**config.mk**
```make
export PLATFORM = sky130hd
export DESIGN_NAME = bsg_link_msg_assembler
export DESIGN_NICKNAME = d
export VERILOG_FILES = /design/src/rtl/bsg_link_msg_assembler.sv
export SDC_FILE = /design/constraint.sdc
export NUM_CORES = 1
export LEC_CHECK = 0
export CAP_MARGIN = 20
export CORE_MARGIN = 1
export CORE_UTILIZATION = 35
export DETAILED_ROUTE_END_ITERATION = 16
export PLACE_DENSITY = 0.76
export SETUP_SLACK_MARGIN = 0.05
export SLEW_MARGIN = 20
export SYNTH_ARGS = -nofsm -noshare
export SYNTH_HDL_FRONTEND = slang
export SYNTH_SLANG_ARGS = --single-unit
```
**constraint.sdc**
```tcl
create_clock -name core_clk_i -period 2 [get_ports core_clk_i]
set_input_delay 0.4 -clock core_clk_i [delete_from_list [all_inputs] [get_ports core_clk_i]]
set_output_delay 0.4 -clock core_clk_i [all_outputs]
set_load 0.005 [all_outputs]
```
**src/rtl/bsg_link_msg_assembler.sv**
```systemverilog
// Groups link flits into multi-flit messages using the header length field and presents
// each one as a wide word. Define BSG_LINK_MSG_ASM_BYPASS_EN to accept the next header in SEND.
module bsg_link_msg_assembler #(
  parameter int flit_width_p = 64,
  parameter int max_flits_p  = 4,
  parameter int len_width_p  = 2
) (
  input  logic                                  core_clk_i,
  input  logic                                  core_link_reset_n_i,
  input  logic [flit_width_p-1:0]               link_data_i,
  input  logic                                  link_v_i,
  output logic                                  link_yumi_o,
  output logic [flit_width_p*max_flits_p-1:0]   msg_data_o,
  output logic [len_width_p-1:0]                msg_len_o,
  output logic                                  msg_v_o,
  input  logic                                  msg_ready_i,
  output logic [15:0]                           msg_count_o
);

  typedef enum logic {RECV = 1'b0, SEND = 1'b1} state_e;

  state_e                                      state;
  logic [len_width_p-1:0]                      idx;
  logic [len_width_p-1:0]                      hdr_len;
  logic [len_width_p-1:0]                      cur_len;
  logic [max_flits_p-1:0][flit_width_p-1:0]    slots;
  logic [15:0]                                 cnt;
  logic                                        take_recv;
  logic                                        take_byp;
  logic                                        deliver;

  assign hdr_len   = link_data_i[len_width_p-1:0];
  // Slot 0 is the header itself, so its length bits are not yet in msg_len_o.
  assign cur_len   = (idx == '0) ? hdr_len : msg_len_o;
  assign deliver   = msg_v_o & msg_ready_i;
  assign take_recv = (state == RECV) & link_v_i;

`ifdef BSG_LINK_MSG_ASM_BYPASS_EN
  assign take_byp  = (state == SEND) & msg_ready_i & link_v_i;
`else
  assign take_byp  = 1'b0;
`endif

  assign link_yumi_o = take_recv | take_byp;
  assign msg_data_o  = slots;
  assign msg_count_o = cnt;

  always_ff @(posedge core_clk_i or negedge core_link_reset_n_i) begin
    if (!core_link_reset_n_i) begin
      state     <= RECV;
      idx       <= '0;
      slots     <= '0;
      msg_len_o <= '0;
      msg_v_o   <= 1'b0;
      cnt       <= '0;
    end else begin
      case (state)
        RECV: begin
          if (take_recv) begin
            slots[idx] <= link_data_i;
            if (idx == '0) msg_len_o <= hdr_len;
            if (idx == cur_len) begin
              state   <= SEND;
              msg_v_o <= 1'b1;
              idx     <= '0;
            end else begin
              idx <= idx + len_width_p'(1);
            end
          end
        end
        SEND: begin
          if (deliver) begin
            cnt <= cnt + 16'd1;
            if (take_byp) begin
              // The flit taken alongside the handshake is the next header.
              slots     <= '0;
              slots[0]  <= link_data_i;
              msg_len_o <= hdr_len;
              if (hdr_len != '0) begin
                state   <= RECV;
                msg_v_o <= 1'b0;
                idx     <= len_width_p'(1);
              end
            end else begin
              state   <= RECV;
              msg_v_o <= 1'b0;
              slots   <= '0;
            end
          end
        end
        default: state <= RECV;
      endcase
    end
  end

endmodule
```
==> results of run 1 <==
-- layer usage --
metal,wire length [µm],share of wire [%],vias up,GRT usage [%]
li1,-,-,3588,-
met1,13600,42,4108,27.6
met2,15200,47,360,33.6
met3,2390,7.4,74,5.18
met4,1160,3.6,0,7.64
met5,0,0,-,0
-- metrics by stage --
stage | util (%) | cells
after floorplan | - | 797
after global placement | 50.0 | 1500
after detailed placement | 50.0 | 1500
after CTS | 53.2 | 1551
after global routing | 53.3 | 1556
final | 53.3 | 1556
-- timing repair --
action	in CTS	in global routing
pin swaps	0	0
hold endpoints to repair	39	0
gates resized for setup	6	8
setup endpoints to repair	6	36
setup buffers	0	3
hold buffers	1	0
-- flip-flops by register name (all words and copies together), names as in the netlist --
signal,cells
state,1
idx,2
msg_data_o,256
msg_v_o,1
msg_count_o,16
msg_len_o,2
-- worst max path at each step --
stage | end | slack, ns
floorplan | msg_data_o[10]$_DFFE_PN0P_ | 0.35
global placement | link_yumi_o | -0.08
detailed placement | link_yumi_o | -0.09
CTS | link_yumi_o | 0.06
global route | msg_data_o[1] | 0.05
finish | msg_count_o[11] | 0.11
-- synth_stat cells --
master      n
nor2b_2     1
dfrtp_1   278
mux2_2      2
xor2_1      3
and3_1      3
nor3_1      2
nor2_1      5
nor3b_2     1
nor2b_1     1
a32o_1      2
nand3_1     7
nor2_2      1
ha_1        5
a22o_1    194
and2_4      1
a21oi_4     1
nand2b_1    1
o22ai_1     1
nor2_4      2
and2_1      2
o21ai_1     8
buf_2      29
nand4_1     5
inv_1       3
buf_4      14
o21ai_0    55
nand2_1   134
clkbuf_1   19
mux2i_1     3
xnor2_1    14
-- where the power goes --
part | total, mW | switching, mW | internal, mW
clock network | 5.19 | 2.17 | 3.02
logic | 9.93 | 4.14 | 5.79
registers | 9.14 | 1.34 | 7.80
total | 24.3 | 7.65 | 16.6
-- cells by family (layout without fill, tap and decap cells) --
kind of cell | after synthesis | in the layout
XOR/XNOR | 17 | 17
other | 0 | 2
adder cells (fa/ha/maj) | 5 | 5
AND/OR/NAND/NOR | 166 | 166
buffers and inverters | 65 | 438
AO/OA/AOI/OAI | 261 | 261
flip-flops | 278 | 278
multiplexers | 5 | 5
-- final cells by class --
cell class	instances	area [µm²]	share of cell area (%)
timing repair buffer	385	3970	25.8
clock inverter	13	124	0.805
sequential	278	6970	45.3
inverter	3	11.3	0.0732
tap	384	480	3.12
clock buffer	37	786	5.11
multi-input combinational	454	3040	19.8
antenna	2	5.00	0.0325
==> flow_summary_export.csv, run 1 <==
group,metric,value,unit
layout,fillerInstances,2458,
floorplan,core_region_area,28900,µm²
outcome,status,"complete, no violations",
global_route,grt_max_degree,67,
global_route,grtUsageTotal,21.0,%
yosys,synth_compound_area_share,19.9,%
placed_design,place_ws,-0.0873,ns
min_path,hold_path.class,"input port to asynchronous set/reset pin",
global_route,grt_pass1_wl,49700,µm
power,leakagePower,6.93,nW
floorplan,start_util,35.7,%
clocking,clkSinkCount,278,
yosys,syn_area_per_cell,12.9,µm²
sta,fin_ws,0.107,ns
setup_path,worstSetupPathType,"register to output pin",
sta,hold_viol,0,
setup_path,slowest_stage,"clkdlybuf4s50_1",
setup_path,cp.depth,1,
setup_path,path_cells,"clkdlybuf4s50_1",
setup_path,worstPathRequired,1.60,ns
setup_path,path_delay_family,"buffers and inverters",
power,power_density,1580,nW/µm²
yosys,yosysTopAreaCellShare,67.5,%
sta,whs,0.369,ns
detailed_routing,drtIter0Drc,574,
sta,finalCritPeriodShare,94.6,%
setup_path,rrSetupSlack,0.22,ns
detailed_routing,route.final.wire_length,32300,µm
clocking,clk_pin_slew,0.06,ns
yosys,synth_top_area_cell,"dfrtp_1",
detailed_routing,detail_route.wl_per_cell,20.7,µm
setup_path,worst_r2r_endpoint,"msg_v_o$_DFFE_PN0P_",
clocking,numCtsBuffers,29,
placed_design,routabilityCongestion,0.814,
layout,syn_to_final_growth,49.1,%
sta,tns,0,ns
clocking,cts_root_buffer,"clkbuf_16",
sta,post-route-min-period,1.89,ns
setup_path,setup.worst_path.start_class,"register",
yosys,syn_area,10300,µm²
detailed_routing,antenna_left,0,
setup_path,end_kind,"output pin",
sta,worstMarginPinSlew,0.402,ns
sta,rsz0062_at_grt,"false",
layout,final_common_cell,"clkdlybuf4s50_1",
global_route,grt_overflow,0,
yosys,synth_seq_cells,278,
flow_run,maxCapViolCount,0,
yosys,synth_adder_area_share,0.607,%
yosys,synthCells,797,
global_route,grt_pass1_vias,8089,
sta,fmax,528,MHz
floorplan,die_h,174,µm
sta,slew_viol_final,0,
placed_design,place_area,14400,µm²
yosys,synth.distinct_cells,30,
layout,layout.nets,1224,
sta,setup_violations,0,
setup_path,max_stage_delay,0.54,ns
yosys,yosys.area_share.simple,6.80,%
detailed_routing,drt-vias-per-instance,5.22,
yosys,synth_top_family_by_area,"compound AO/OA/AOI/OAI gates",
layout,stdcell_area,15400,µm²
global_route,antenna_found_initial,2,
yosys,synthXorXnorAreaFrac,1.44,%
detailed_routing,first_pass_iters,4,
sta,skew,0.00530,ns
setup_path,cp.arrival,1.49,ns
setup_path,crit_buf_inv,1,
placed_design,io_buffers,343,
placed_design,hpwl,21300,µm
clocking,cts_max_path_buffers,3,
clocking,htree_levels,1,
floorplan,dieArea,30200,µm²
setup_path,critPathLaunch,"msg_count_o[11]$_DFFE_PN0P_",
floorplan,ioPinCount,344,
setup_path,rr_worst_depth,6,
setup_path,r2r_start,"idx[0]$_DFFE_PN0P_",
yosys,synth_mux_area_share,0.510,%
yosys,yosysSeqAreaShare,67.5,%
yosys,syn_nets,870,
power,finalPower,24.3,mW
layout,drive_gt1_share,9.23,%
sta,slew_headroom,73.2,%
floorplan,fp.dieW,174,µm
layout,layout.cells.most_common_list,"338 x clkdlybuf4s50_1, 271 x dfrtp_1, 194 x a22o_1",
clocking,cts_tree,"done",
power,vdd_ir_drop_max,0.000802,V
yosys,synth_area_leaders,"dfrtp_1 67%, a22o_1 16%, nand2_1 4.9%",
floorplan,rows,62,
setup_path,critical_path.max_fanout,5,
detailed_routing,via_count,8130,
yosys,synth_warnings,0,
clocking,clkLatencyLatePin,0.54,ns
detailed_routing,drc,0,
Note: power is estimated with default switching activity, not from simulation.
==> run 2, diff against run 1 <==
--- a/config.mk
+++ b/config.mk
@@ -8,6 +8,7 @@
 export CAP_MARGIN = 20
 export CORE_MARGIN = 1
 export CORE_UTILIZATION = 35
+export CTS_CLUSTER_DIAMETER = 60
 export DETAILED_ROUTE_END_ITERATION = 16
 export PLACE_DENSITY = 0.76
 export SETUP_SLACK_MARGIN = 0.05
==> run 2 against run 1 <==
Global-route usage decreased by 0.061 points. Critical path depth unchanged. Sequential power about the same. Register-to-register slack got worse by 0.03 ns. Sequential share of layout area decreased by 0.070 points. Non-clock buffer count unchanged. Clock power increased by 0.8%. Clock skew increased by 0.0064 ns. Clock-buffer cell count increased by 2. Via count increased by 0.36%. Combinational power about the same. Largest cell class unchanged.
==> flow_summary_export.csv, run 2 (synthesis results as in run 1) <==
group,metric,value,unit
outcome,status,"complete, no violations",
layout,multiInputGateArea,3040,µm²
sta,skew,0.0117,ns
sta,rsz0062_at_grt,"false",
floorplan,core_region_area,28900,µm²
setup_path,setup.worst_path.start_class,"register",
floorplan,rows,62,
setup_path,path_delay_family,"buffers and inverters",
placed_design,routabilityCongestion,0.814,
clocking,cts_tree,"done",
layout,fillerInstances,2454,
sta,tns,0,ns
global_route,grtUsageTotal,20.9,%
clocking,numCtsBuffers,29,
floorplan,ioPinCount,344,
clocking,cts_root_buffer,"clkbuf_16",
setup_path,max_stage_delay,0.53,ns
sta,worstMarginPinSlew,0.403,ns
detailed_routing,route.final.wire_length,32100,µm
layout,seq_area,6970,µm²
placed_design,io_buffers,343,
sta,slew_viol_final,0,
detailed_routing,drt-vias-per-instance,5.24,
setup_path,cp.arrival,1.49,ns
setup_path,critical_path.max_fanout,5,
floorplan,die_h,174,µm
power,vdd_ir_drop_max,0.000770,V
layout,layout.cells.most_common_list,"338 x clkdlybuf4s50_1, 271 x dfrtp_1, 194 x a22o_1",
clocking,clkSinkCount,278,
floorplan,start_util,35.7,%
global_route,grt_overflow,0,
detailed_routing,drc,0,
layout,drive_gt1_share,9.47,%
sta,setup_violations,0,
flow_run,maxCapViolCount,0,
power,power_density,1580,nW/µm²
placed_design,hpwl,21300,µm
floorplan,fp.dieW,174,µm
global_route,grt_pass1_vias,8071,
setup_path,worstPathRequired,1.60,ns
sta,hold_viol,0,
power,leakagePower,6.94,nW
layout,layout.nets,1224,
detailed_routing,detail_route.wl_per_cell,20.6,µm
sta,slew_headroom,72.9,%
detailed_routing,antenna_left,0,
detailed_routing,drtIter0Drc,642,
layout,largest_reg_flops,256,
setup_path,path_cells,"clkdlybuf4s50_1",
detailed_routing,via_count,8159,
global_route,antenna_found_initial,2,
detailed_routing,first_pass_iters,6,
clocking,clkLatencyLatePin,0.53,ns
clocking,cts_max_path_buffers,3,
setup_path,slowest_stage,"clkdlybuf4s50_1",
global_route,grt_max_degree,67,
layout,final_common_cell,"clkdlybuf4s50_1",
setup_path,crit_buf_inv,1,
layout,syn_to_final_growth,49.4,%
power,finalPower,24.3,mW
floorplan,dieArea,30200,µm²
sta,finalCritPeriodShare,94.4,%
sta,fmax,530,MHz
clocking,clk_pin_slew,0.06,ns
sta,post-route-min-period,1.89,ns
setup_path,end_kind,"output pin",
global_route,grt_pass1_wl,49400,µm
setup_path,worstSetupPathType,"register to output pin",
clocking,htree_levels,1,
min_path,hold_path.class,"input port to asynchronous set/reset pin",
run 2: path summary, 6_finish.rpt:
| kind | start | to | slack [ns] | cells after the start |
|---|---|---|---|---|
| worst max-delay path | msg_count_o[5]$_DFFE_PN0P_ | msg_count_o[5] | 0.11 | 1 |
| worst min-delay path | core_link_reset_n_i | msg_data_o[93]$_DFFE_PN0P_ | 0.37 | 2 |
| worst max register to register | idx[0]$_DFFE_PN0P_ | msg_data_o[63]$_DFFE_PN0P_ | 0.19 | 6 |
| worst min register to register | msg_data_o[35]$_DFFE_PN0P_ | msg_data_o[35]$_DFFE_PN0P_ | 0.48 | 2 |
| max in group asynchronous | core_link_reset_n_i | msg_data_o[216]$_DFFE_PN0P_ | 0.95 | 3 |
| min in group core_clk_i | msg_data_o[35]$_DFFE_PN0P_ | msg_data_o[35]$_DFFE_PN0P_ | 0.48 | 2 |
run 2: stage by stage:
stage	setup WS (ns)	util (%)	instance area (µm²)	hold WS, ns	cells
after floorplan	0.351	-	10300	0.104	797
after global placement	-0.0846	50.0	14400	0.335	1500
after detailed placement	-0.0873	50.0	14400	0.342	1500
after CTS	0.0478	53.3	15400	0.362	1553
after global routing	0.0535	53.4	15400	0.389	1558
final	0.112	53.4	15400	0.367	1558
run 2: final cells by class:
| type | count | share of cell area, % |
|---|---|---|
| flip-flops and latches | 278 | 45.2 |
| repair buffers | 385 | 25.8 |
| multi-input cells | 454 | 19.7 |
| clock buffers | 39 | 5.35 |
| well taps | 384 | 3.12 |
| clock inverters | 13 | 0.715 |
| inverters | 3 | 0.0731 |
| diodes | 2 | 0.0325 |
run 2: per-layer routing:
metal	wire length [µm]	share of wire [%]	track usage, %
met5	0	0	0
met2	15100	47	33.4
met1	13500	42	27.7
met3	2440	7.6	5.00
met4	1070	3.3	7.89
run 2: repair_timing:
item / CTS / global route
hold buffers: 1 / 0
hold endpoints to repair: 39 / 0
gates resized for setup: 6 / 8
buffers inserted: 0 / 3
endpoints found under the setup margin: 6 / 36
cloned: 0 / 0
run 2: power by group:
group | internal [mW] | switching, mW
combinational | 5.79 | 4.11
clock | 3.02 | 2.21
sequential | 7.79 | 1.35
